**src/rtl/freq_counter_bcd.sv**
```systemverilog
`default_nettype none
// ============================================================================
// Module   : freq_counter_bcd
// Brief    : Counts sig_in rising edges between gate_en pulses; packed BCD out.
//            Optional macro FREQ_HOLD_EN adds a hold input freezing the result.
// Revision : 1.0 - initial release
// ============================================================================
module freq_counter_bcd #(
    parameter int DIGITS      = 8,
    parameter int SYNC_STAGES = 2
) (
    input  logic                  clk,
    input  logic                  rst,
    input  logic                  gate_en,
    input  logic                  sig_in,
`ifdef FREQ_HOLD_EN
    input  logic                  hold,
`endif
    output logic [4*DIGITS-1:0]   bcd_out,
    output logic                  result_valid,
    output logic                  overflow,
    output logic                  armed
);

    localparam logic [0:0]          c_WAIT_GATE = 1'b0;
    localparam logic [0:0]          c_MEASURE   = 1'b1;
    localparam logic [4*DIGITS-1:0] c_ACC_ONE   = {{(4*DIGITS-1){1'b0}}, 1'b1};

    logic [0:0]             r_state;
    logic [0:0]             w_state_nxt;
    logic [SYNC_STAGES-1:0] r_sync;
    logic                   r_hist;
    logic                   w_rise;
    logic [4*DIGITS-1:0]    r_acc;
    logic [4*DIGITS-1:0]    w_acc_nxt;
    logic [4*DIGITS-1:0]    w_acc_inc;
    logic [DIGITS:0]        w_carry;
    logic                   r_ovf_acc;
    logic                   w_ovf_acc_nxt;
    logic                   w_latch;
    logic                   w_publish;
    logic [4*DIGITS-1:0]    r_bcd_out;
    logic                   r_result_valid;
    logic                   r_overflow;
    logic                   r_armed;

    assign w_rise = r_sync[SYNC_STAGES-1] & ~r_hist;

`ifdef FREQ_HOLD_EN
    assign w_publish = ~hold;
`else
    assign w_publish = 1'b1;
`endif

    // Single-cycle ripple increment; w_carry[DIGITS] doubles as the all-9s flag.
    assign w_carry[0] = 1'b1;
    for (genvar gi = 0; gi < DIGITS; gi++) begin : g_digit
        logic [3:0] w_d;
        assign w_d                  = r_acc[4*gi +: 4];
        assign w_carry[gi+1]        = w_carry[gi] & (w_d == 4'd9);
        assign w_acc_inc[4*gi +: 4] = !w_carry[gi] ? w_d :
                                      (w_d == 4'd9) ? 4'd0 : w_d + 4'd1;
    end

    always_ff @(posedge clk) begin
        if (rst) begin
            r_state <= c_WAIT_GATE;
        end else begin
            r_state <= w_state_nxt;
        end
    end

    always_comb begin
        w_state_nxt   = r_state;
        w_acc_nxt     = r_acc;
        w_ovf_acc_nxt = r_ovf_acc;
        w_latch       = 1'b0;
        case (r_state)
            c_WAIT_GATE: begin
                w_acc_nxt     = '0;
                w_ovf_acc_nxt = 1'b0;
                if (gate_en) begin
                    w_state_nxt = c_MEASURE;
                end
            end
            c_MEASURE: begin
                if (gate_en) begin
                    // An edge landing on the gate belongs to the new window.
                    w_latch       = w_publish;
                    w_acc_nxt     = w_rise ? c_ACC_ONE : '0;
                    w_ovf_acc_nxt = 1'b0;
                end else if (w_rise) begin
                    if (w_carry[DIGITS]) begin
                        w_ovf_acc_nxt = 1'b1;
                    end else begin
                        w_acc_nxt = w_acc_inc;
                    end
                end
            end
            default: begin
                w_state_nxt = c_WAIT_GATE;
            end
        endcase
    end

    always_ff @(posedge clk) begin
        if (rst) begin
            r_sync         <= '0;
            r_hist         <= 1'b0;
            r_acc          <= '0;
            r_ovf_acc      <= 1'b0;
            r_bcd_out      <= '0;
            r_overflow     <= 1'b0;
            r_result_valid <= 1'b0;
            r_armed        <= 1'b0;
        end else begin
            r_sync         <= {r_sync[SYNC_STAGES-2:0], sig_in};
            r_hist         <= r_sync[SYNC_STAGES-1];
            r_acc          <= w_acc_nxt;
            r_ovf_acc      <= w_ovf_acc_nxt;
            r_result_valid <= w_latch;
            if (w_state_nxt == c_MEASURE) begin
                r_armed <= 1'b1;
            end
            if (w_latch) begin
                r_bcd_out  <= r_acc;
                r_overflow <= r_ovf_acc;
            end
        end
    end

    assign bcd_out      = r_bcd_out;
    assign result_valid = r_result_valid;
    assign overflow     = r_overflow;
    assign armed        = r_armed;

endmodule
`default_nettype wire
```
**config.mk**
```make
export PLATFORM = sky130hd
export DESIGN_NAME = freq_counter_bcd
export DESIGN_NICKNAME = d
export VERILOG_FILES = /design/src/rtl/freq_counter_bcd.sv
export SDC_FILE = /design/constraint.sdc
export NUM_CORES = 1
export LEC_CHECK = 0
export ABC_CLOCK_PERIOD_IN_PS = 4900
export CAP_MARGIN = 20
export CORE_ASPECT_RATIO = 1.2
export CORE_MARGIN = 3
export CORE_UTILIZATION = 60
export DETAILED_ROUTE_END_ITERATION = 7
export GPL_ROUTABILITY_DRIVEN = 0
export PLACE_DENSITY_LB_ADDON = 0.2
export RECOVER_POWER = 50
export SLEW_MARGIN = 20
export SYNTH_ARGS = -nofsm -noshare
export SYNTH_HDL_FRONTEND = slang
export SYNTH_SLANG_ARGS = --single-unit
```
**constraint.sdc**
```tcl
create_clock -name clk -period 4.9 [get_ports clk]
set_input_delay 0.735 -clock clk [delete_from_list [all_inputs] [get_ports clk]]
set_output_delay 0.735 -clock clk [all_outputs]
set_load 0.01 [all_outputs]
```
==> metrics.csv <==
metric,value,unit
run_status,finished with violations,
failed_checks,"max-capacitance violations, max-slew violations",
post_cts_resized,0,
report.final.slew_viol_count,42,
final_cells,486,
dr_pass1_iterations,5,
grt_pass1_vias,2882,
ctsRootBufferMaster,clkbuf_8,
floorplan.io_pins,39,
synth_async_sr_flop_share,0,
antennaDiodeCount,0,
ys_top_cells_by_count,"nand2_1, dfxtp_1, a21oi_1",
post_synth_instance_area,3290,µm²
synth_seq_area_share,0.438,
crit_path_start_kind,input pin,
critPathMaxStageDelay,1.24,ns
hold_viol,0,
hold_buffer_count_at_cts,0,
synth_enable_flop_cells,0,
numPlacedInstances,470,
global_route.overflow_total,0,
grt_first_pass_wirelength,13400,µm
final.period_utilization,0.747,
ys_dominant_reg_cell,dfxtp_1,
finish.net_count,441,
synth_most_common_cell,nand2_1,
netSwitchingFraction,0.227,
setup.worst_path.class,input pin to flop,
clock_tree.buffer_depth,2,
route.detailed.vias_per_inst,6.20,
power.internal,0.000842,W
p_leak,1.39,nW
share_seq_of_total_power,0.541,
p_sw,0.000247,W
number_of_nets_with_antenna_violations_after_detailed_routing,0,
worst_ep_required_time,5.12,ns
post-route-min-period,3.66,ns
core-area,5110,µm²
overall_die_height,87.2,µm
capturing_element_type_of_the_critical_path,flop,
critical_path_arrival,3.88,ns
avgRoutedWirePerCell,16.5,µm
critical-path-top-delay-family,buffers and inverters,
synthesis.nets,416,
fmax,0.273,GHz
maximum_fanout_along_the_worst_path,41,
rows,28,
antenna_found_initial,0,
cts-htree-levels,3,
drt_wl_total,8030,µm
p_per_area,284,nW/µm²
synthDominantAreaCellType,dfxtp_1,
worst_pin_slew,1.71,ns
total_vias_in_the_final_route,3011,
total_negative_slack,0,ns
grt_usage,0.271,
final_layout_size_suffix_gt1_frac,0.0493,
drt_drc_violations_left,0,
clk-insertion-delay-late,0.35,ns
crit_path_cell_trace,"dlygate4sd3_1, clkbuf_1, or3b_1, nor2b_1, nand4b_1, o21ai_0",
post_synth_inst_count,396,
critical_path_buf_inv_count,2,
drt_iter0_markers,213,
synth.ff_latch_count,72,
place.detailed.hpwl,5360,µm
cts_buffer_count,9,
report.final.setup_viol,0,
max_cap_viol_count,1,
synthDominantCellAreaShare,0.438,
synth_cell_type_count,51,
clock_pin_slew_worst_setup_and_hold_paths,0.07,ns
start_util,0.644,
clock_power_share,0.433,
hold_class,flop to flop,
postSynthAreaPerCell,8.32,µm²
grt_max_degree,42,
syn2layout_area_growth,16.6,%
slew-limit-headroom,-0.142,
clock-sinks,72,
numPortBuffers,38,
synth-warning-count,0,
slowest_stage,clkbuf_1,
dp_slack,1.89,ns
final.setup.worst_slack,1.24,ns
combinationalPowerShare,0.026,
rsz_0062_raised_after_global_routing,no,
cts_post_setup_buffers_inserted,0,
ys_top_cells_by_area,"dfxtp_1, nand2_1, a21oi_1, ha_1, clkbuf_1",
die_width,73.6,µm
fp.dieArea,6420,µm²
cts_tree,built,
power.ir.vdd_worst,0.000223,V
timing.clock.skew,0.0105,ns
==> worst min-delay path, cell delays in order (launching register included) <==
cell,delay (ns)
dfxtp_1,0.31
nand2_1,0.05
a21oi_1,0.05
==> cell type report <==
cell class / count / area (µm²)
clock inverter: 5 / 56.3
sequential: 72 / 1440
tap: 60 / 75.1
inverter: 14 / 52.6
fill: 403 / 1270
timing repair buffer: 39 / 384
multi-input combinational: 285 / 1690
clock buffer: 11 / 141
==> kinds of logic (layout without fill, tap and decap cells) <==
family,count (synthesis),count (layout),synth area share
AND/OR/NAND/NOR,174,174,0.266
AO/OA/AOI/OAI,90,90,0.169
flip-flops,72,72,0.438
multiplexers,5,5,0.0152
adder cells (fa/ha/maj),16,16,0.0608
buffers and inverters,39,69,0.0505
==> registers in the layout (all words and copies together) (netlist names) <==
| signal | cells |
|---|---|
| armed | 1 |
| bcd_out | 32 |
| overflow | 1 |
| r_acc | 32 |
| r_hist | 1 |
| r_ovf_acc | 1 |
| r_state | 1 |
| r_sync | 2 |
| result_valid | 1 |
==> final timing paths <==
check | slack [ns] | cells past startpoint | to | from
worst max-delay path | 1.24 | 6 | r_acc[14] | rst
worst min-delay path | 0.45 | 2 | bcd_out[27] | bcd_out[27]
worst max register to register | 2.09 | 5 | r_acc[23] | r_acc[0]
worst min register to register | 0.45 | 2 | bcd_out[27] | bcd_out[27]
==> per-layer routing <==
layer	global-route usage	share of wire	vias to the layer above
met5	0	0	-
met1	0.309	0.40	1436
met4	0.143	0.024	0
met3	0.0543	0.046	20
li1	-	-	1446
met2	0.469	0.53	109
==> metrics by stage <==
step,hold WS [ns],total power [W],util,area [µm²]
2_1_floorplan,0.414,0.000622,-,3290
3_3_place_gp,0.418,0.000631,0.712,3640
3_5_place_dp,0.445,0.000632,0.712,3640
4_1_cts,0.457,0.00109,0.751,3840
5_1_grt,0.476,0.00113,0.751,3840
6_report,0.453,0.00109,0.751,3840
==> cells in the final DEF (no fill, tap or decap), drive strengths merged, types with 2 or more instances in the layout <==
cell | netlist | final
nand2 | 88 | 88
dfxtp | 72 | 72
a21oi | 50 | 50
dlygate4sd3 | 0 | 35
ha | 16 | 16
inv | 14 | 14
nor2 | 14 | 14
nand3 | 13 | 13
clkbuf | 18 | 12
o21ai | 9 | 9
and3b | 7 | 7
or3 | 7 | 7
nand3b | 7 | 7
or4 | 7 | 7
nand4 | 6 | 6
nor2b | 5 | 5
a311oi | 5 | 5
mux2i | 5 | 5
a31oi | 4 | 4
nor3 | 4 | 4
clkdlybuf4s50 | 0 | 3
and2 | 3 | 3
clkinv | 0 | 3
nand2b | 2 | 2
nor4 | 2 | 2
o32ai | 2 | 2
and4b | 2 | 2
o31ai | 2 | 2
a32o | 2 | 2
a41oi | 2 | 2
a211oi | 2 | 2
or3b | 2 | 2
and4 | 2 | 2
a221oi | 2 | 2
==> power by group through the flow <==
stage	logic, W	clock network, W	registers (W)
2_1_floorplan	0.0000194	0	0.000603
3_3_place_gp	0.0000287	0	0.000602
3_5_place_dp	0.0000293	0	0.000603
4_1_cts	0.0000294	0.000476	0.000589
5_1_grt	0.0000319	0.000505	0.000589
6_report	0.0000288	0.000471	0.000589
(Power assumes the default switching activity.)
